$ cat src/rtl/cpu_ctrl_pkg.sv
// Shared types and field codes for the parametrised bitty control unit.
// Only the top's optional timeout path (CPU_CTRL_LS_TIMEOUT_EN) uses cpu_ls_watchdog.
package cpu_ctrl_pkg;

    typedef enum logic [1:0] {
        ST_IDLE,
        ST_EXEC,
        ST_MEM_WAIT,
        ST_WB
    } state_e;

    localparam logic [1:0] FMT_ALU = 2'b00;
    localparam logic [1:0] FMT_IMM = 2'b01;
    localparam logic [1:0] FMT_BR  = 2'b10;
    localparam logic [1:0] FMT_LS  = 2'b11;

    localparam logic [1:0] EN_LS_LOAD  = 2'b01;
    localparam logic [1:0] EN_LS_STORE = 2'b10;

    function automatic int ridx_width(input int num_regs);
        return $clog2(num_regs);
    endfunction

    function automatic int imm_width(input int inst_w, input int num_regs);
        return inst_w - 5 - $clog2(num_regs);
    endfunction

endpackage

$ cat src/rtl/cpu_ls_watchdog.sv
// Load/store wait watchdog: counts MEM_WAIT cycles and flags the last permitted one.
// Instantiated by cpu_ctrl_param only when CPU_CTRL_LS_TIMEOUT_EN is defined.
module cpu_ls_watchdog #(
    parameter int LS_TIMEOUT = 15
) (
    input  logic clk,
    input  logic reset,
    input  logic active_i,
    output logic timeout_o
);

    localparam int CNT_W = $clog2(LS_TIMEOUT + 1);

    logic [CNT_W-1:0] cnt_q, cnt_d;

    // Held at zero outside MEM_WAIT, so every entry starts a fresh count.
    always_comb cnt_d = active_i ? cnt_q + 1'b1 : '0;

    always_ff @(posedge clk) begin
        if (!reset) cnt_q <= '0;
        else        cnt_q <= cnt_d;
    end

    assign timeout_o = active_i && (cnt_q == CNT_W'(LS_TIMEOUT - 1));

endmodule

$ cat src/rtl/cpu_ctrl_param.sv
// Multi-cycle control unit for the bitty datapath (IDLE/EXEC/MEM_WAIT/WB).
// Define CPU_CTRL_LS_TIMEOUT_EN to bound MEM_WAIT by LS_TIMEOUT cycles and raise ls_err.
module cpu_ctrl_param
    import cpu_ctrl_pkg::*;
#(
    parameter int NUM_REGS   = 8,
    parameter int INST_W     = 16,
    parameter int DATA_W     = 16,
    parameter int LS_TIMEOUT = 15
) (
    input  logic                     clk,
    input  logic                     reset,
    input  logic                     run,
    input  logic [INST_W-1:0]        instruction,
    input  logic                     ls_done,
    input  logic                     flag_z,
    output logic [$clog2(NUM_REGS):0] mux_sel,
    output logic [2:0]               alu_sel,
    output logic                     sel_reg_c,
    output logic                     en_s,
    output logic                     en_c,
    output logic [1:0]               en_ls,
    output logic [NUM_REGS-1:0]      en,
    output logic                     en_inst,
    output logic [DATA_W-1:0]        immediate,
    output logic                     br_take,
    output logic [DATA_W-1:0]        br_offset,
    output logic                     done,
    output logic                     busy,
    output logic                     ls_err
);

    localparam int RIDX_W = ridx_width(NUM_REGS);
    localparam int IMM_W  = imm_width(INST_W, NUM_REGS);
    localparam logic [RIDX_W:0] MUX_IMM  = (RIDX_W + 1)'(NUM_REGS);
    localparam logic [RIDX_W:0] MUX_NONE = (RIDX_W + 1)'(NUM_REGS + 1);

    state_e             state_q, state_d;
    logic [INST_W-1:0]  ir_q, ir_d;
    logic               ls_timeout, to_q;

    logic [1:0]         in_fmt, ir_fmt;
    logic [RIDX_W-1:0]  in_dst, ir_dst, ir_src;
    logic [2:0]         ir_op;
    logic [IMM_W-1:0]   ir_imm;

    assign in_fmt = instruction[1:0];
    assign in_dst = instruction[INST_W-1 -: RIDX_W];
    assign ir_fmt = ir_q[1:0];
    assign ir_op  = ir_q[4:2];
    assign ir_imm = ir_q[INST_W-1-RIDX_W:5];
    assign ir_src = ir_q[INST_W-1-RIDX_W -: RIDX_W];
    assign ir_dst = ir_q[INST_W-1 -: RIDX_W];

    assign immediate = {{(DATA_W - IMM_W){1'b0}}, ir_imm};
    assign br_offset = {{(DATA_W - IMM_W){ir_imm[IMM_W-1]}}, ir_imm};
    assign busy      = (state_q != ST_IDLE);

`ifdef CPU_CTRL_LS_TIMEOUT_EN
    logic to_d;

    cpu_ls_watchdog #(
        .LS_TIMEOUT(LS_TIMEOUT)
    ) u_ls_watchdog (
        .clk      (clk),
        .reset    (reset),
        .active_i (state_q == ST_MEM_WAIT),
        .timeout_o(ls_timeout)
    );

    // A simultaneous ls_done completes the access normally, so it masks the timeout.
    assign to_d = (state_q == ST_MEM_WAIT) && ls_timeout && !ls_done;

    always_ff @(posedge clk) begin
        if (!reset) to_q <= 1'b0;
        else        to_q <= to_d;
    end
`else
    assign ls_timeout = 1'b0;
    assign to_q       = 1'b0;
`endif

    always_ff @(posedge clk) begin
        if (!reset) begin
            state_q <= ST_IDLE;
            ir_q    <= '0;
        end else begin
            state_q <= state_d;
            ir_q    <= ir_d;
        end
    end

    always_comb begin
        state_d = state_q;
        ir_d    = ir_q;
        case (state_q)
            ST_IDLE: begin
                if (run) begin
                    ir_d    = instruction;
                    state_d = (in_fmt == FMT_BR) ? ST_WB : ST_EXEC;
                end
            end
            ST_EXEC:     state_d = (ir_fmt == FMT_LS) ? ST_MEM_WAIT : ST_WB;
            ST_MEM_WAIT: if (ls_done || ls_timeout) state_d = ST_WB;
            ST_WB:       state_d = ST_IDLE;
            default:     state_d = ST_IDLE;
        endcase
    end

    // Strobes are gated by reset so a cycle with reset low never performs a partial writeback.
    always_comb begin
        mux_sel   = MUX_NONE;
        alu_sel   = '0;
        sel_reg_c = 1'b0;
        en_s      = 1'b0;
        en_c      = 1'b0;
        en_ls     = '0;
        en        = '0;
        en_inst   = 1'b1;
        br_take   = 1'b0;
        done      = 1'b0;
        ls_err    = 1'b0;
        if (reset) begin
            case (state_q)
                ST_IDLE: begin
                    if (run && in_fmt != FMT_BR) begin
                        en_s    = 1'b1;
                        mux_sel = {1'b0, in_dst};
                    end
                end
                ST_EXEC: begin
                    en_inst = 1'b0;
                    alu_sel = ir_op;
                    case (ir_fmt)
                        FMT_ALU: begin
                            mux_sel = {1'b0, ir_src};
                            en_c    = 1'b1;
                        end
                        FMT_IMM: begin
                            mux_sel = MUX_IMM;
                            en_c    = 1'b1;
                        end
                        FMT_LS: begin
                            mux_sel = {1'b0, ir_src};
                            en_ls   = ir_op[0] ? EN_LS_STORE : EN_LS_LOAD;
                        end
                        default: ;
                    endcase
                end
                ST_MEM_WAIT: begin
                    en_inst   = 1'b0;
                    sel_reg_c = 1'b1;
                    en_c      = ls_done;
                end
                ST_WB: begin
                    done   = 1'b1;
                    ls_err = to_q;
                    if (ir_fmt == FMT_BR)
                        br_take = !ir_op[0] || flag_z;
                    else if (!to_q && (ir_fmt != FMT_LS || !ir_op[0]))
                        en[ir_dst] = 1'b1;
                end
                default: ;
            endcase
        end
    end

endmodule

$ cat config.mk
export PLATFORM = sky130hd
export DESIGN_NAME = cpu_ctrl_param
export DESIGN_NICKNAME = d
export VERILOG_FILES = /design/src/rtl/cpu_ctrl_pkg.sv /design/src/rtl/cpu_ls_watchdog.sv /design/src/rtl/cpu_ctrl_param.sv
export SDC_FILE = /design/constraint.sdc
export NUM_CORES = 1
export LEC_CHECK = 0
export ABC_AREA = 1
export CAP_MARGIN = 25
export CORE_MARGIN = 1.5
export CORE_UTILIZATION = 34
export CTS_CLUSTER_SIZE = 8
export DETAILED_ROUTE_END_ITERATION = 10
export HOLD_SLACK_MARGIN = 0.06
export PLACE_DENSITY_LB_ADDON = 0.08
export SYNTH_ARGS = -nofsm -noshare
export SYNTH_HDL_FRONTEND = slang
export SYNTH_HIERARCHICAL = 1
export SYNTH_SLANG_ARGS = --single-unit
$ cat constraint.sdc
create_clock -name clk -period 1.5 [get_ports clk]
set_input_delay 0.45 -clock clk [delete_from_list [all_inputs] [get_ports clk]]
set_output_delay 0.45 -clock clk [all_outputs]
set_load 0.01 [all_outputs]
# Yosys cells after proc, flatten, opt, wreduce, memory -nomap -nowiden
# Cells that the tools add are included.
dict set report word_totals {
  mem_bits_ro 0
  mem_bits_rw 0
  latch_bits 0
  register_bits 18
  in_bits 21
  mem_count 0
}
dict set report op_classes {
  bitwise 0
  div_mod_pow 0
  n_reduce_logical 13
  shift 0
  magnitude_cmp 2
  addsub 0
  n_eq_ne 11
  multipliers 0
  n_mux 36
}
# operator count
set op_table {}
lappend op_table {{two-way mux 8 bit} 4}
lappend op_table {{two-way mux 1 bit} 16}
lappend op_table {{case mux 4 bit (2 select lines)} 2}
lappend op_table {{two-way mux 2 bit} 7}
lappend op_table {{== test 2 bit (second input constant)} 5}
lappend op_table {{two-way mux 4 bit} 2}
lappend op_table {{inequality test 2 bit (second input constant)} 4}
lappend op_table {{case mux 2 bit (4 select lines)} 1}
lappend op_table {{two-way mux 3 bit} 2}
lappend op_table {{OR reduction 2 bit} 3}
lappend op_table {{== test 2 x 1 -> 1 bit (second input constant)} 2}
lappend op_table {{logical NOT 2 bit} 2}
lappend op_table {{< comparator 3 x 4 -> 1 bit (second input constant)} 1}
lappend op_table {{AND reduction 2 bit} 2}
lappend op_table {{demux 1 bit (select 3 bit)} 1}
lappend op_table {{greater-or-equal comparator 3 x 1 -> 1 bit (second input constant)} 1}
lappend op_table {{logical AND 1 bit} 2}
lappend op_table {{logical OR 1 bit} 2}
lappend op_table {{case mux 1 bit (2 select lines)} 1}
lappend op_table {{nonzero test 2 bit} 1}
lappend op_table {{logical NOT 1 bit} 1}

# Logic depth before layout (Yosys ltp)
dict set report logic_depth {
  ltp_word 8
  ltp_mapped 8
  mapped_depth_nobuf 7
}

# Worst setup path before layout
# No wires, ideal clock.
dict set report synth_timing {
  path_kind {flip-flop to output port}
  from {register state_q[0]}
  to {output port mux_sel[0]}
  stages_incl_launch_ff 8
  slack_ns -0.070
  path_buffers 0
  arrival_ns 1.120
  cell_sequence {dfxtp_1 -> inv_1 -> ha_1 -> inv_2 -> a21oi_1 -> nand2_1 -> inv_1 -> nand3_1}
}
dict set report synth_between {
  elab_chain_cells 3
  elab_cells_between_ends 4
}
# element line
set synth_lines {}
lappend synth_lines {{start: declaration} cpu_ctrl_param.sv:38} ;# state_e state_q, state_d;
lappend synth_lines {{start signal: assignment} cpu_ctrl_param.sv:88} ;# state_q <= state_d;
lappend synth_lines {{== test 2 x 1 -> 1 bit / logical NOT 2 bit (equally long branches)} cpu_ctrl_param.sv:124} ;# case (state_q)
lappend synth_lines {{case mux 4 bit (2 select lines) (*)} cpu_ctrl_param.sv:124}
lappend synth_lines {{two-way mux 4 bit (*)} cpu_ctrl_param.sv:123} ;# if (reset) begin
lappend synth_lines {{end: declaration} cpu_ctrl_param.sv:17} ;# output logic [$clog2(NUM_REGS):0] mux_sel,
# Mark *: on every way between the ends. The rest lies on a longest branch, timed or not.

# Final worst setup path
dict set report layout_timing {
  from {register ir_q[0]}
  to {output port en[6]}
}
dict set report layout_between {
  elab_chain_cells 6
  elab_cells_between_ends 7
}
# element line
set layout_lines {}
lappend layout_lines {{start: declaration} cpu_ctrl_param.sv:39} ;# logic [INST_W-1:0] ir_q, ir_d;
lappend layout_lines {{start signal: assignment} cpu_ctrl_param.sv:89} ;# ir_q <= ir_d;
lappend layout_lines {{inequality test 2 bit} cpu_ctrl_param.sv:160} ;# else if (!to_q && (ir_fmt != FMT_LS || !ir_op[0]))
lappend layout_lines {{logical OR 1 bit} cpu_ctrl_param.sv:160}
lappend layout_lines {{two-way mux 8 bit} cpu_ctrl_param.sv:160}
lappend layout_lines {{two-way mux 8 bit (*)} cpu_ctrl_param.sv:158} ;# if (ir_fmt == FMT_BR)
lappend layout_lines {{two-way mux 8 bit (*)} cpu_ctrl_param.sv:124}
lappend layout_lines {{two-way mux 8 bit (*)} cpu_ctrl_param.sv:123}
lappend layout_lines {{end: declaration} cpu_ctrl_param.sv:23} ;# output logic [NUM_REGS-1:0] en,
# Marked as above.

==> impl_metrics.env <==
export IMPL_status="complete, but fails checks"
export IMPL_violated_checks="setup timing"
export IMPL_drt_vias_per_instance=4.32
export IMPL_postRouteAntennaNets=0
export IMPL_diodes=0
export IMPL_nNetsFinal=308
export IMPL_synthArstFlopShare_pct=0
export IMPL_final_period_minus_worst_setup_slack_ps=1890
export IMPL_vdd_drop_max_mv=1.01
export IMPL_clk_pin_slew_worst_paths_ps=70
export IMPL_detailed_place_area_mm2=0.00204
export IMPL_ys_types=20
export IMPL_critPathMaxStageDelay_ps=370
export IMPL_grt_first_pass_wirelength_mm=5.88
export IMPL_initial_utilization_pct=35.7
export IMPL_final_period_utilization_pct=126
export IMPL_cts_buffers=3
export IMPL_yosys_most_used_dff="sky130_fd_sc_hd__dfxtp_1"
export IMPL_setup_tns_final_ps=-6890
export IMPL_tritoncts="done"
export IMPL_synth_edf_count=0
export IMPL_drt_first_pass_iters=4
export IMPL_final_max_slew_viol_count=0
export IMPL_routed_wirelength_mm=3.90
export IMPL_gr_total_overflow=0
export IMPL_setup_crit_start_kind="flop"
export IMPL_synth_seq_cells=18
export IMPL_worst_setup_path_end_kind="output pin"
export IMPL_flow_area_growth_from_synthesis_pct=82.0
export IMPL_detailedPlace_worstSlack_ps=-1050
export IMPL_ctsHtreeMaxLevel=1
export IMPL_cell_area_after_synthesis_mm2=0.00132
export IMPL_cp_cell_sequence="inv_4 -> ha_4 -> nor2_4 -> nand3b_1 -> buf_6 -> nor2_2 -> buf_2"
export IMPL_required_ps=1050
export IMPL_clock_root_cell="sky130_fd_sc_hd__clkbuf_8"
export IMPL_timing_fmax_ghz=0.530
export IMPL_worst_hold_check_path_type="flop to flop"
export IMPL_pwr_density_cell_mw_per_mm2=1510
export IMPL_routed_via_count=1408
export IMPL_worst_ep_arrival_time_ps=1440
export IMPL_place_gp_congestion=0.778
export IMPL_cts_hold_buffers_added=0
export IMPL_placeableCoreArea_mm2=0.00369
export IMPL_portBuffers=68
export IMPL_synth_yosys_seq_area_share_pct=27.4
export IMPL_finalHoldViolCount=0
export IMPL_postLayoutSetupSlackWorst_ps=-386
export IMPL_route_detailed_wl_per_inst_um=12.0
export IMPL_cap_violations=0
export IMPL_finalNonFillerCells=326
export IMPL_insertion_delay_to_the_later_sink_of_the_worst_skew_pair_ps=250
export IMPL_synth_yosys_warnings=6
export IMPL_grt_antenna_before_repair=0
export IMPL_netlist_top_cells_area="sky130_fd_sc_hd__dfxtp_1 (27%), sky130_fd_sc_hd__buf_4 (19%), sky130_fd_sc_hd__nor2_1 (10%), sky130_fd_sc_hd__ha_1 (7.6%), sky130_fd_sc_hd__nand2_1 (7.4%)"
export IMPL_cell_rows=22
export IMPL_post_synth_top_area_fraction_pct=27.4
export IMPL_worst_path_max_fanout=3
export IMPL_grt_max_degree=22
export IMPL_synth_avg_cell_area_um2=6.76
export IMPL_finalSetupViolations=24
export IMPL_detail_route_iter0_violations=48
export IMPL_total_leakage_power_nw=1.15
export IMPL_grt_use_total_pct=17.5
export IMPL_yosys_area_top_type="sky130_fd_sc_hd__dfxtp_1"
export IMPL_design_die_area_mm2=0.00426
export IMPL_final_core_util_pct=65.0
export IMPL_synth_most_common_cell="sky130_fd_sc_hd__nor2_1"
export IMPL_grt_setup_unrepaired="yes"
export IMPL_cts_root_to_sink_buffers=2
export IMPL_ys_top_cells_by_count="sky130_fd_sc_hd__nor2_1 (35), sky130_fd_sc_hd__buf_4 (33), sky130_fd_sc_hd__nand2_1 (26), sky130_fd_sc_hd__inv_1 (19), sky130_fd_sc_hd__dfxtp_1 (18)"
export IMPL_vias_in_the_first_global_route=1314
export IMPL_crit_type="flop to output pin"
export IMPL_final_cell_area_mm2=0.00240
export IMPL_report_power_total_mw=3.62
export IMPL_place_detailed_instances=308
export IMPL_floorplan_die_height_um=65.3
export IMPL_cts_sink_count=18
export IMPL_drive_gt1_share_pct=48.9
export IMPL_io_pins=78
export IMPL_synthCells=195
export IMPL_die_width_um=65.3
export IMPL_detailedPlacementHpwl_mm=2.66
export IMPL_route_detailed_drc=0
export IMPL_cp_slowest_cell="sky130_fd_sc_hd__dfxtp_4"
export IMPL_hold_ws_ps=475
export IMPL_finClkSkew_ps=5.40
-- report_power, final --
part | internal, mW | leakage, nW | total [mW] | switching [mW]
Clock | 0.233 | 0.0288 | 0.398 | 0.165
Combinational | 1.25 | 0.968 | 2.42 | 1.18
Sequential | 0.646 | 0.151 | 0.798 | 0.151
Total | 2.13 | 1.15 | 3.62 | 1.49
-- layout by cell type, fill, tap and decap left out, types with 5 or more instances in the layout --
master,synthesis,final
sky130_fd_sc_hd__ha_4,0,7
sky130_fd_sc_hd__inv_1,19,11
sky130_fd_sc_hd__buf_2,2,16
sky130_fd_sc_hd__nand2_4,1,6
sky130_fd_sc_hd__inv_4,0,7
sky130_fd_sc_hd__nor2_4,0,5
sky130_fd_sc_hd__conb_1,1,9
sky130_fd_sc_hd__dfxtp_1,18,14
sky130_fd_sc_hd__nand3_2,0,7
sky130_fd_sc_hd__a21oi_1,11,7
sky130_fd_sc_hd__buf_6,2,20
sky130_fd_sc_hd__o21ai_0,17,14
sky130_fd_sc_hd__nor2_1,35,24
sky130_fd_sc_hd__buf_4,33,30
sky130_fd_sc_hd__nand2_1,26,20
sky130_fd_sc_hd__clkbuf_2,2,7
sky130_fd_sc_hd__clkdlybuf4s50_1,0,16
sky130_fd_sc_hd__dlygate4sd2_1,0,17
sky130_fd_sc_hd__nor2_2,0,6
-- kinds of logic after synthesis --
kind of cell,share of synthesized area [%]
adders and majority gates,7.60
other,0.285
DFF,27.4
and+or+nand+nor,24.9
AOI/OAI and AO/OA,11.9
buffers and inverters,28.0
-- sequential cells by signal, indices dropped and copies added (netlist names) --
signal	flops
state_q	2
ir_q	16
-- timing repair --
action / in CTS / in global routing
setup endpoints to repair: 48 / 34
resized for setup: 191 / 51
setup buffers: 6 / 9
gates cloned: 0 / 0
pin swaps: 15 / 16
-- per-layer routing --
layer / GRT usage [%] / routed length, um / vias up
met5: 0 / 0 / -
met1: 20.4 / 1640 / 645
met2: 33.3 / 2100 / 30
met3: 2.74 / 142 / 2
met4: 3.91 / 14 / 0
li1: - / - / 731
-- final cells by class --
type	count	area, um^2
Clock buffer	4	55.1
Fill cell	367	1290
Inverter	21	101
Multi-Input combinational cell	125	890
Sequential cell	18	375
Tap cell	48	60.1
Timing Repair Buffer	110	916
-- final timing paths --
path	startpoint	depth (start not counted)	slack (ps)	to
setup / recovery	ir_q[0]	7	-390	en[6]
hold / removal	ir_q[4]	2	480	ir_q[4]
setup reg to reg	state_q[1]	6	200	ir_q[1]
hold reg to reg	ir_q[4]	2	480	ir_q[4]
-- worst max-delay path, delay by kind of cell (launching register included) --
kind                     cells  cell delay [ps]
AND/OR/NAND/NOR              3              310
adder cells (fa/ha/maj)      1              170
buffers and inverters        3              340
flip-flops                   1              370
Note: power is estimated with default switching activity, not from simulation.
